--- config.mk ---
export PLATFORM = sky130hd
export DESIGN_NAME = imem_loader
export DESIGN_NICKNAME = d
export VERILOG_FILES = /design/src/rtl/imem_loader.sv
export SDC_FILE = /design/constraint.sdc
export NUM_CORES = 1
export LEC_CHECK = 0
export ABC_AREA = 1
export BUFFER_PORTS_ARGS = -buffer_cell sky130_fd_sc_hd__buf_4
export CORE_MARGIN = 10
export CORE_UTILIZATION = 50
export CTS_CLUSTER_SIZE = 20
export DETAILED_ROUTE_END_ITERATION = 16
export GPL_TIMING_DRIVEN = 0
export PLACE_DENSITY = 0.7
export SLEW_MARGIN = 10
export SYNTH_ARGS = -nofsm -noshare
export SYNTH_HDL_FRONTEND = slang
export SYNTH_SLANG_ARGS = --single-unit
export TNS_END_PERCENT = 100
--- constraint.sdc ---
create_clock -name i_clk -period 1.5 [get_ports i_clk]
set_input_delay 0.3 -clock i_clk [delete_from_list [all_inputs] [get_ports i_clk]]
set_output_delay 0.3 -clock i_clk [all_outputs]
set_load 0.005 [all_outputs]
--- src/rtl/imem_loader.sv ---
// Boot-time instruction memory loader: receives a length/payload/checksum byte frame
// and writes the payload into the memory write port while holding the CPU in reset.
module imem_loader #(
    parameter int ADDR_W  = 11,
    parameter int TIMEOUT = 50000
) (
    input  logic              i_clk,
    input  logic              i_rst,
    input  logic              i_start,
    input  logic              i_rx_valid,
    input  logic [7:0]        i_rx_data,
    output logic              o_rx_ready,
    output logic              o_mem_we,
    output logic [ADDR_W-1:0] o_mem_addr,
    output logic [7:0]        o_mem_wdata,
    output logic              o_cpu_hold,
    output logic              o_busy,
    output logic              o_done,
    output logic              o_err,
    output logic [1:0]        o_err_code
);

    localparam int DEPTH = 2 ** ADDR_W;
    localparam int REM_W = ADDR_W + 1;
    localparam int TW    = $clog2(TIMEOUT) + 1;

    typedef enum logic [2:0] {
        S_IDLE, S_LEN_LO, S_LEN_HI, S_DATA, S_CSUM, S_DONE, S_ERROR
    } state_t;

    state_t state, state_nx;

    logic [7:0]        len_lo;
    logic [7:0]        sum;
    logic [ADDR_W-1:0] addr;
    logic [REM_W-1:0]  remain;
    logic [TW-1:0]     tcnt;
    logic [1:0]        err_code, err_code_nx;
    logic              receiving, accept, timeout, start_load;
    logic [15:0]       len;

    // write stage registers
    logic              vld_p1;
    logic [ADDR_W-1:0] addr_p1;
    logic [7:0]        wdata_p1;

    function automatic logic [7:0] csum_add(input logic [7:0] a, input logic [7:0] b);
        return a + b;
    endfunction

    assign receiving  = (state == S_LEN_LO) || (state == S_LEN_HI) ||
                        (state == S_DATA)   || (state == S_CSUM);
    assign accept     = i_rx_valid && receiving;
    // the counter would reach TIMEOUT-1 on this edge; an accept on the same edge wins
    assign timeout    = receiving && !accept && (tcnt == TW'(TIMEOUT - 2));
    assign start_load = i_start && ((state == S_IDLE) || (state == S_DONE) || (state == S_ERROR));
    assign len        = {i_rx_data, len_lo};

    always_ff @(posedge i_clk) begin
        if (i_rst) state <= S_IDLE;
        else       state <= state_nx;
    end

    always_comb begin
        state_nx    = state;
        err_code_nx = err_code;
        o_rx_ready  = receiving;
        o_busy      = receiving;
        o_cpu_hold  = receiving || (state == S_ERROR);
        o_done      = (state == S_DONE);
        o_err       = (state == S_ERROR);
        case (state)
            S_IDLE, S_DONE, S_ERROR: begin
                if (i_start) begin
                    state_nx    = S_LEN_LO;
                    err_code_nx = 2'd0;
                end
            end
            S_LEN_LO: if (accept) state_nx = S_LEN_HI;
            S_LEN_HI: begin
                if (accept) begin
                    if ({1'b0, len} > 17'(DEPTH)) begin
                        state_nx    = S_ERROR;
                        err_code_nx = 2'd1;
                    end else if (len == 16'd0) begin
                        state_nx = S_CSUM;
                    end else begin
                        state_nx = S_DATA;
                    end
                end
            end
            S_DATA: if (accept && (remain == REM_W'(1))) state_nx = S_CSUM;
            S_CSUM: begin
                if (accept) begin
                    if (i_rx_data == sum) begin
                        state_nx = S_DONE;
                    end else begin
                        state_nx    = S_ERROR;
                        err_code_nx = 2'd2;
                    end
                end
            end
            default: state_nx = S_IDLE;
        endcase
        if (timeout) begin
            state_nx    = S_ERROR;
            err_code_nx = 2'd3;
        end
    end

    always_ff @(posedge i_clk) begin
        if (i_rst) begin
            vld_p1   <= 1'b0;
            addr_p1  <= '0;
            wdata_p1 <= '0;
            len_lo   <= '0;
            sum      <= '0;
            addr     <= '0;
            remain   <= '0;
            tcnt     <= '0;
            err_code <= '0;
        end else begin
            err_code <= err_code_nx;
            vld_p1   <= 1'b0;
            if (start_load) begin
                sum  <= '0;
                addr <= '0;
                tcnt <= '0;
            end else if (receiving) begin
                tcnt <= accept ? '0 : tcnt + TW'(1);
            end
            if (accept) begin
                case (state)
                    S_LEN_LO: len_lo <= i_rx_data;
                    S_LEN_HI: begin
                        remain <= len[REM_W-1:0];
                        addr   <= '0;
                    end
                    S_DATA: begin
                        vld_p1   <= 1'b1;
                        addr_p1  <= addr;
                        wdata_p1 <= i_rx_data;
                        sum      <= csum_add(sum, i_rx_data);
                        addr     <= addr + ADDR_W'(1);
                        remain   <= remain - REM_W'(1);
                    end
                    default: ;
                endcase
            end
        end
    end

    assign o_mem_we    = vld_p1;
    assign o_mem_addr  = addr_p1;
    assign o_mem_wdata = wdata_p1;
    assign o_err_code  = err_code;

endmodule
### Yosys cells after proc, flatten, opt, wreduce, memory -nomap -nowiden

Index checks and enable logic that the tools add are counted.

* $add $sub $neg: 4
* magnitude comparators: 1
* eq/ne operators: 21
* muxes and demuxes: 26
* bitwise gates (word level): 1
* reductions and logical operators: 26

Operators with widths (count)
* two-way mux 3 bit: 8
* two-way mux 8 bit: 3
* one-hot mux 12 bit (2 select lines): 1
* two-way mux 11 bit: 2
* one-hot mux 11 bit (2 select lines): 1
* adder 17 x 1 -> 17 bit (second input constant): 1
* == test 17 x 16 -> 1 bit (second input constant): 1
* two-way mux 17 bit: 1
* greater-than comparator 16 x 12 -> 1 bit (second input constant): 1
* zero test 16 bit: 1
* != test 3 bit (second input constant): 5
* one-hot mux 3 bit (5 select lines): 1
* two-way mux 2 bit: 7
* == test 12 x 1 -> 1 bit (second input constant): 1
* subtractor 12 x 1 -> 12 bit (second input constant): 1
* adder 11 x 1 -> 11 bit (second input constant): 1
* AND reduction 5 bit: 2
* == test 3 bit (second input constant): 3
* adder 8 bit: 1
* == test 8 bit: 1
* != test 2 bit (second input constant): 4
* == test 3 x 2 -> 1 bit (second input constant): 2
* logical OR 1 bit: 6
* != test 3 x 2 -> 1 bit (second input constant): 2
* 14 further kinds: 22

* flip-flop bits (word level): 81
* output and inout bits: 27
* word-level logic and storage cells: 90

### Depth between registers and ports, before layout

Gate-level depths: netlist of the first run.

* word-level depth: 10
* gate-level depth with buffers: 11
* gate-level depth less buffers: 11

### Least setup slack after synthesis of the first run

OpenSTA, ideal clock, no wires.

* kind: reg-to-reg
* from: register sum[0]
* to: register sum[6]
* setup time: 113 ps
* data arrival time: 1504 ps
* data required time: 1387 ps
* slack: -117 ps
* stages on the path, launching flop included: 11
* path buffers: 0
* cell sequence: dfxtp_1 > ha_1 > inv_1 > fa_1 > nand3b_1 > nand2_1 > nand2_1 > a21oi_1 > o21ai_0 > nand3_1 > nand2_1

* word-level cells in the longest chain between the ends: 3

RTL lines
* start, declared: RTL line 34 `logic [7:0] sum;`
* start signal, assigned: RTL line 143 `sum <= csum_add(sum, i_rx_data);`
* adder 8 bit: RTL line 48 `return a + b;`
* two-way mux 8 bit: RTL line 133 `case (state)`
* two-way mux 8 bit: RTL line 132 `if (accept) begin`

No other way between the ends.
A chain may end at the register's enable or synchronous reset.

### Final worst setup path of the first run

* from: register state[1]
* to: output port o_rx_ready

* word-level cells in the longest chain between the ends: 4

RTL lines
* start, declared: RTL line 31 `state_t state, state_nx;`
* start signal, assigned: RTL line 61 `else state <= state_nx;`
* == test 3 x 1 -> 1 bit or == test 3 x 2 -> 1 bit (tied branches): RTL line 51 `assign receiving = (state == S_LEN_LO) || (state == S_LEN_HI) ||`
* logical OR 1 bit (2 in series): RTL line 51
* logical OR 1 bit (*): RTL line 52 `(state == S_DATA) || (state == S_CSUM);`
* end, declared: RTL line 12 `output logic o_rx_ready,`

Every way passes the cells marked *; elsewhere a longest branch is shown, timed or not.

==> flow_metrics.tcl, run 1 <==
set metrics [dict create \
    dp_cells 812 \
    cts_buffer_depth 2 \
    status "finished, violations left" \
    avgSynthCellArea_um2 6.72 \
    final_common_cell "nand2_1" \
    core_um2 8720 \
    ant_nets 0 \
    synth_seq_area_share_pct 36.3 \
    firstDrtPassIters 5 \
    antenna_found_initial 0 \
    grt_pass1_wl_um 21300 \
    n_fill_cell 735 \
    grtUsageTotal_pct 19.9 \
    critPathKind "register to output pin" \
    maxCapViolCount 0 \
    synth_edf_count 0 \
    dieArea_um2 13100 \
    numCtsBuffers 9 \
    cp_slowest_stage_delay_ps 380 \
    worst_ir_drop_vdd_mv 0.683 \
    period_needed_ps 1700 \
    finish.utilization_pct 67.3 \
    clk_pin_slew_ps 100 \
    timing.critical_path.mode_cell "buf_6" \
    tightest_slew_ps 691 \
    cts_tree "done" \
    num_antenna_cells 0 \
    yosysWarningCount 0 \
    finalMaxSlewViolations 0 \
    clockRootBuffer "clkbuf_8" \
    hold_path.class "primary input to register" \
    dp_hpwl_um 8950 \
    dr.first_iter.drc_count 379 \
    drive_gt1_share_pct 27.0 \
    drc 0 \
    synthToLayoutAreaGrowth_pct 31.3 \
    ys.flop_type "dfxtp_1" \
    min_period_over_period_pct 113 \
    leakagePower_uw 0.00245 \
    worst_slack_ps -199 \
    cpMaxStageDelayCell "dfxtp_4" \
    crit_required_ps 1200 \
    netlist_area_um2 4470 \
    nets 778 \
    vias_per_cell 5.45 \
    powerDensity_nw_per_um2 1330 \
    mostFrequentLayoutCells "145 x nand2_1, 71 x buf_4, 67 x nor2_1" \
    wl_um 13400 \
    pin_count 39 \
    syn-instance-count 666 \
    timing.fmax_ghz 0.589 \
    globalplace.congestion 0.879 \
    fp-row-count 34 \
    setup_tns_ps -2320 \
    arrival_ps 1400 \
    synth-seq-cells 81 \
    finClkSkew_ps 16.8 \
    synth_cell_types 43 \
    path_max_fanout 5 \
    layoutNonFillerInstCount 866 \
    rsz0062_at_grt "true" \
    grt_max_degree 16 \
    max-slew-margin-rel_pct 53.9 \
    synth_nets 691 \
    startpoint_type "register" \
    overflow 0 \
    hold_viol 0 \
    die_w_um 115 \
    start_util_pct 51.3 \
    final-setup-viol-count 38 \
    routedWlPerCell_um 15.5 \
    violations "negative setup slack" \
    die_y_um 115 \
    clkSinkCount 81 \
    async_flop_share_pct 0 \
    numPortBuffers 38 \
    crit_path_cell_trace "o21ai_4 -> nand2_4 -> buf_6 -> buf_6 -> buf_6" \
    cp-end-kind "output pin" \
    first_global_vias 4404 \
    vias 4717 \
    clk_latency_ps 370 \
    ctsHtreeMaxLevel 3 \
]
[power breakdown]
part / internal (µW) / leakage, µW / switching, µW / total, µW
sequential: 2330 / 0.000663 / 163 / 2490
combinational: 1610 / 0.00169 / 2140 / 3740
clock: 671 / 0.0000952 / 912 / 1580
[state kept, by name (all words and copies together), names as in the netlist]
signal	flops
o_mem_addr	11
sum	8
o_mem_we	1
len_lo	8
o_err_code	2
o_mem_wdata	8
state	3
remain	12
addr	11
tcnt	17
[routing by layer]
layer | track usage [%] | wire length (µm)
met1 | 25.8 | 6050
met2 | 31.8 | 6280
met3 | 4.04 | 827
met4 | 6.93 | 221
met5 | 0 | 0
[area by class of cell]
cell class | count | area, µm² | area share [%]
timing repair buffer | 76 | 603 | 10.3
sequential | 81 | 1650 | 28.1
clock inverter | 6 | 50.0 | 0.852
tap | 108 | 135 | 2.30
inverter | 80 | 339 | 5.77
buffer | 19 | 160 | 2.73
multi-input combinational | 486 | 2800 | 47.6
clock buffer | 10 | 138 | 2.34
[synthesized netlist by cell type (2+ instances only)]
library cell / instances / share of area, %
a21oi_1: 61 / 6.8
a31oi_1: 2 / 0.28
buf_2: 6 / 0.67
buf_4: 4 / 0.67
buf_6: 2 / 0.50
clkbuf_1: 7 / 0.59
clkinv_1: 4 / 0.34
dfxtp_1: 81 / 36
ha_1: 12 / 3.4
inv_1: 69 / 5.8
inv_2: 5 / 0.42
nand2_1: 155 / 13
nand2_2: 3 / 0.42
nand2_4: 5 / 1.3
nand3_1: 53 / 5.9
nand3_2: 4 / 0.90
nand3b_1: 4 / 0.67
nand4_1: 11 / 1.5
nor2_1: 81 / 6.8
nor2_4: 3 / 0.76
nor3_1: 9 / 1.0
o211ai_1: 3 / 0.50
o21ai_0: 45 / 5.0
o21ai_1: 4 / 0.45
o22ai_1: 5 / 0.70
xnor2_1: 3 / 0.59
xor2_1: 9 / 1.8
[through the flow]
step	setup slack (ps)	hold WS (ps)	instance area (µm²)	power, µW
floorplan	-52.7	443	4480	4160
global placement	-298	449	4900	4800
detailed placement	-313	458	4900	4840
CTS	-176	232	5600	7310
global route	-223	229	5870	8300
finish	-199	237	5870	7810
[path summary, 6_finish.rpt]
kind,endpoint,depth (start not counted),start,slack (ps)
worst min-delay path,len_lo[0]$_SDFFE_PP0P_,3,i_rx_data[0],240
worst min register to register,o_mem_addr[10]$_SDFFE_PP0P_,1,o_mem_addr[10]$_SDFFE_PP0P_,470
worst max-delay path,o_rx_ready,5,state[1]$_SDFFE_PP0P_,-200
worst max register to register,sum[6]$_SDFF_PP0_,10,sum[0]$_SDFF_PP0_,-170
[cell families after synthesis]
family                     count (synthesis)  synth area share (%)
adders and majority gates                 13                  3.80
and+or+nand+nor                          334                  33.3
AOI/OAI and AO/OA                        127                  15.1
buffers and inverters                     99                  9.23
xor gates and xnor gates                  12                  2.35
DFF                                       81                  36.3
[critical path: cells and delay by family (launching register included)]
| kind | cells | cell delay, ps |
|---|---|---|
| flops | 1 | 380 |
| buf+inv | 3 | 360 |
| compound gates | 1 | 200 |
| simple gates | 1 | 100 |
[timing repair]
action,in CTS,in global routing
hold buffers,0,0
resized for setup,89,58
pin swaps,23,18
endpoints found under the setup margin,56,75
buffers inserted,26,14
gates cloned,1,1
Power figures use the tool's default switching activity.
==> inputs of run 2 (changes only) <==
Clock period 1.5 ns to 1.55 ns, I/O delays scaled along.
==> flow_metrics.tcl, run 2 (same netlist as run 1, synthesis figures left out) <==
set metrics [dict create \
    leakagePower_uw 0.00245 \
    p_sw_uw 3040 \
    fp-row-count 34 \
    path_max_fanout 5 \
    nets 776 \
    cpMaxStageDelayCell "dfxtp_4" \
    grt_max_degree 16 \
    maxCapViolCount 0 \
    firstDrtPassIters 5 \
    ant_nets 0 \
    hold_viol 0 \
    core_um2 8720 \
    clk_latency_ps 360 \
    r2r_start "sum[0]$_SDFF_PP0_" \
    routedWlPerCell_um 15.6 \
    status "finished, violations left" \
    synthToLayoutAreaGrowth_pct 30.6 \
    crit_required_ps 1240 \
    drc 0 \
    reg.largest.list "tcnt (17), remain (12)" \
    crit_path_cell_trace "o21ai_4 -> nand2_4 -> buf_6 -> buf_6 -> buf_6" \
    min_period_over_period_pct 109 \
    period_needed_ps 1690 \
    numCtsBuffers 9 \
    wl_um 13400 \
    hold_path.class "primary input to register" \
    clk_pin_slew_ps 100 \
    cts_tree "done" \
    grt_pass1_wl_um 21000 \
    antenna_found_initial 0 \
    vias_per_cell 5.50 \
    cp_top_family "flip-flops" \
    cp_slowest_stage_delay_ps 380 \
    multi_input_area_um2 2800 \
    r2r_cells 10 \
    worst_slack_ps -142 \
    startpoint "state[0]$_SDFFE_PP0P_" \
    p_int_uw 4390 \
    tightest_slew_ps 776 \
    die_w_um 115 \
    dp_hpwl_um 8950 \
    hold_buffers 0 \
    dr.first_iter.drc_count 399 \
    timing.critical_path.mode_cell "buf_6" \
    ff_latch_area_um2 1650 \
    reg2reg_to "sum[6]$_SDFF_PP0_" \
    cp-end-kind "output pin" \
    mostFrequentLayoutCells "144 x nand2_1, 72 x buf_4, 70 x dfxtp_1" \
    powerDensity_nw_per_um2 1270 \
    p_comb_share_pct 47.3 \
    pin_count 39 \
    clockRootBuffer "clkbuf_8" \
    finish.utilization_pct 67.0 \
    finalMaxSlewViolations 0 \
    globalplace.congestion 0.879 \
    n_fill_cell 741 \
    num_antenna_cells 0 \
    start_util_pct 51.3 \
    first_global_vias 4408 \
    arrival_ps 1380 \
    regMostFlops "tcnt" \
    dpl_worst_slack_ps -273 \
    rsz0062_at_grt "true" \
    startpoint_type "register" \
    die_y_um 115 \
    dieArea_um2 13100 \
    power.share.switching_pct 41.0 \
    violations "negative setup slack" \
    max-slew-margin-rel_pct 48.3 \
    hold_depth 3 \
    vias 4748 \
    drive_gt1_share_pct 27.0 \
    finClkSkew_ps 10.9 \
    final-setup-viol-count 28 \
    crit_buf_inv 3 \
    timing.fmax_ghz 0.591 \
    ff2ff_setup_slack_ps -130 \
    pwr-share-clk_pct 20.3 \
    grtUsageTotal_pct 19.5 \
    critPathKind "register to output pin" \
    power.share.sequential_pct 32.4 \
    clkSinkCount 81 \
    numPortBuffers 38 \
    overflow 0 \
    cts_buffer_depth 2 \
    largest_reg_flops 17 \
    ctsHtreeMaxLevel 3 \
    worst_ir_drop_vdd_mv 0.576 \
    final_common_cell "nand2_1" \
    cp_num_cells 5 \
    crit_path_end "o_rx_ready" \
]
run 2: changes by cell type in the layout (fill, tap and decap cells not counted), sizes merged:
cell / before / now
clkbuf: 18 / 16
clkinv: 7 / 6
inv: 78 / 79
run 2: cell type report:
cell class                 instances  share of cell area, %
buffer                            19                   2.59
clock buffer                      10                   2.36
clock inverter                     6                  0.857
inverter                          80                   5.76
multi-input combinational        486                   48.0
sequential                        81                   28.2
tap                              108                   2.31
timing repair buffer              74                   9.98
run 2: power groups by stage:
stage                     combinational [µW]  sequential, µW  clock, µW
after global routing                    3850            2420       1640
after detailed placement                2260            2420          0
after floorplan                         1640            2390          0
final                                   3510            2410       1510
after CTS                               2960            2380       1540
after global placement                  2230            2410          0
run 2: repair_timing:
action | 4_1_cts | 5_1_grt
pin swaps | 11 | 19
endpoints found under the setup margin | 40 | 53
endpoints found under the hold margin | 0 | 0
cloned | 1 | 1
setup buffers | 20 | 16
resized for setup | 52 | 95
run 2: how the worst min path moves through the flow:
stage,start,endpoint,slack (ps)
floorplan,sum[4]$_SDFF_PP0_,sum[4]$_SDFF_PP0_,450
global placement,o_mem_addr[10]$_SDFFE_PP0P_,o_mem_addr[10]$_SDFFE_PP0P_,450
detailed placement,o_mem_addr[10]$_SDFFE_PP0P_,o_mem_addr[10]$_SDFFE_PP0P_,460
CTS,i_rx_data[4],len_lo[4]$_SDFFE_PP0P_,240
global route,i_rx_data[4],len_lo[4]$_SDFFE_PP0P_,240
finish,i_rx_data[0],len_lo[0]$_SDFFE_PP0P_,260
run 2: worst reg2reg max path, delay by kind of cell, from the launching register on:
family                   cells  cell delay (ps)
adder cells (fa/ha/maj)      2              480
flip-flops                   1              370
AO/OA/AOI/OAI                2              230
buffers and inverters        1               40
AND/OR/NAND/NOR              5              440
run 2: routing by layer:
metal / up-vias / global-route usage, % / share of wire [%]
met5: - / 0 / 0
met4: 0 / 7.69 / 2.0
met3: 27 / 4.25 / 6.5
met2: 177 / 30.8 / 47
met1: 2195 / 25.3 / 44
li1: 2349 / - / -
run 2: metrics by stage:
| step | setup TNS [ps] | instances | hold slack, ps | total power, µW | cell area (µm²) |
|---|---|---|---|---|---|
| final | -1090 | 864 | 258 | 7430 | 5840 |
| after global routing | -4550 | 864 | 245 | 7910 | 5840 |
| after CTS | -464 | 849 | 242 | 6890 | 5470 |
| after detailed placement | -2450 | 812 | 458 | 4680 | 4900 |
| after global placement | -1870 | 812 | 449 | 4640 | 4900 |
| after floorplan | -2.69 | 666 | 448 | 4020 | 4480 |
==> inputs of run 3 (changes only) <==
Settings changed: RECOVER_POWER from default to 100.
==> flow_metrics.tcl, run 3 (same netlist as run 1, synthesis figures left out) <==
set metrics [dict create \
    grt_pass1_wl_um 21000 \
    hold_path.class "primary input to register" \
    cp-end-kind "output pin" \
    cp_top_family "flip-flops" \
    synthToLayoutAreaGrowth_pct 29.8 \
    mostFrequentLayoutCells "144 x nand2_1, 70 x dfxtp_1, 63 x nor2_1" \
    hold_viol 0 \
    drive_gt1_share_pct 25.9 \
    p_sw_uw 3030 \
    tightest_slew_ps 798 \
    cp_num_cells 5 \
    startpoint "state[0]$_SDFFE_PP0P_" \
    overflow 0 \
    critPathKind "register to output pin" \
    period_needed_ps 1690 \
    die_w_um 115 \
    grtUsageTotal_pct 19.5 \
    timing.fmax_ghz 0.590 \
    numCtsBuffers 9 \
    num_antenna_cells 0 \
    vias 4744 \
    dp_hpwl_um 8950 \
    globalplace.congestion 0.879 \
    drc 0 \
    finalMaxSlewViolations 0 \
    r2r_start "sum[0]$_SDFF_PP0_" \
    first_global_vias 4408 \
    wl_um 13400 \
    arrival_ps 1380 \
    cts_tree "done" \
    pin_count 39 \
    path_max_fanout 5 \
    clockRootBuffer "clkbuf_8" \
    firstDrtPassIters 5 \
    final-setup-viol-count 29 \
    dieArea_um2 13100 \
    dpl_cell_area_um2 4900 \
    r2r_cells 10 \
    fp-row-count 34 \
    min_to "len_lo[0]$_SDFFE_PP0P_" \
    cts_buffer_depth 2 \
    dr.first_iter.drc_count 371 \
    vias_per_cell 5.49 \
    finClkSkew_ps 10.9 \
    maxCapViolCount 0 \
    startpoint_type "register" \
    power.share.switching_pct 40.9 \
    worst_ir_drop_vdd_mv 0.575 \
    cpMaxStageDelayCell "dfxtp_4" \
    layoutNonFillerInstCount 864 \
    leakagePower_uw 0.00240 \
    max-slew-margin-rel_pct 46.8 \
    cp_slowest_stage_delay_ps 380 \
    clk_pin_slew_ps 100 \
    hold_buffers 0 \
    regMostFlops "tcnt" \
    largest_reg_flops 17 \
    ctsHtreeMaxLevel 3 \
    pwr-share-clk_pct 20.4 \
    core_um2 8720 \
    hold_depth 3 \
    violations "negative setup slack" \
    ant_nets 0 \
    die_y_um 115 \
    p_int_uw 4370 \
    powerDensity_nw_per_um2 1270 \
    crit_required_ps 1240 \
    clk_latency_ps 360 \
    start_util_pct 51.3 \
    crit_path_cell_trace "o21ai_4 -> nand2_4 -> buf_6 -> buf_6 -> buf_6" \
    min_period_over_period_pct 109 \
    clkSinkCount 81 \
    antenna_found_initial 0 \
    numPortBuffers 38 \
    routedWlPerCell_um 15.6 \
    p_comb_share_pct 47.1 \
    reg2reg_to "sum[6]$_SDFF_PP0_" \
    timing.critical_path.mode_cell "buf_6" \
    power.share.sequential_pct 32.5 \
    fin_area_um2 5810 \
    timing.hold.ws_ps 259 \
    dp_cells 812 \
    rsz0062_at_grt "true" \
    final_common_cell "nand2_1" \
    nets 776 \
    reg.largest.list "tcnt (17), remain (12)" \
    crit_buf_inv 3 \
    hp-start "i_rx_data[0]" \
    worst_slack_ps -144 \
    ff2ff_setup_slack_ps -140 \
    status "finished, violations left" \
    grt_max_degree 16 \
]
## run 3: cell count changes in the layout (fill, tap and decap cells not counted), sizes merged
| cell | delta |
|---|---|
| clkbuf | +22 |
| buf | -22 |
## run 3: worst max-delay path by stage
stage / endpoint
after floorplan: sum[6]$_SDFF_PP0_
after global placement: o_err_code[1]$_SDFFE_PP0P_
after detailed placement: o_err_code[1]$_SDFFE_PP0P_
after CTS: o_rx_ready
after global routing: sum[6]$_SDFF_PP0_
final: o_rx_ready
## run 3: repair_timing
action                     CTS  global route
gates resized for setup     52            95
buffers inserted            20            16
gates cloned                 1             1
setup endpoints to repair   40            53
pin swaps                   11            19
## run 3: per-layer routing
layer  share of wire, %  vias to the layer above  global-route usage (%)
met5                  0                        -                       0
met4                2.3                        0                    7.69
li1                   -                     2355                       -
met2                 47                      174                    30.8
met1                 45                     2185                    25.3
met3                6.5                       30                    4.25
## run 3: per-stage QoR
step	util, %	setup slack (ps)	setup TNS, ps	total power (µW)
after global placement	56.2	-258	-1870	4640
after detailed placement	56.2	-273	-2450	4680
after global routing	66.6	-185	-4840	7880
final	66.6	-144	-1150	7400
after CTS	62.7	-127	-464	6890
after floorplan	-	-2.69	-2.69	4020
## run 3: area by class of cell
cell class                      instances  area (µm²)
Timing Repair Buffer                   74         553
Buffer                                 19         151
Sequential cell                        81        1650
Tap cell                              108         135
Multi-Input combinational cell        486        2800
Clock inverter                          6        50.0
Fill cell                             748        2920
Clock buffer                           10         138
Inverter                               80         337
## run 3: worst register-to-register path, delay by kind of cell (launching register included)
kind	cells	cell delay, ps
fa+ha+maj	2	480
buf+inv	1	40
compound gates	2	230
simple gates	5	460
flops	1	370
## run 3: power groups by stage
stage          Sequential [µW]  Combinational, µW  Clock [µW]
2_1_floorplan             2390               1640           0
3_3_place_gp              2410               2230           0
3_5_place_dp              2420               2260           0
4_1_cts                   2380               2960        1540
5_1_grt                   2420               3820        1640
6_report                  2410               3490        1510
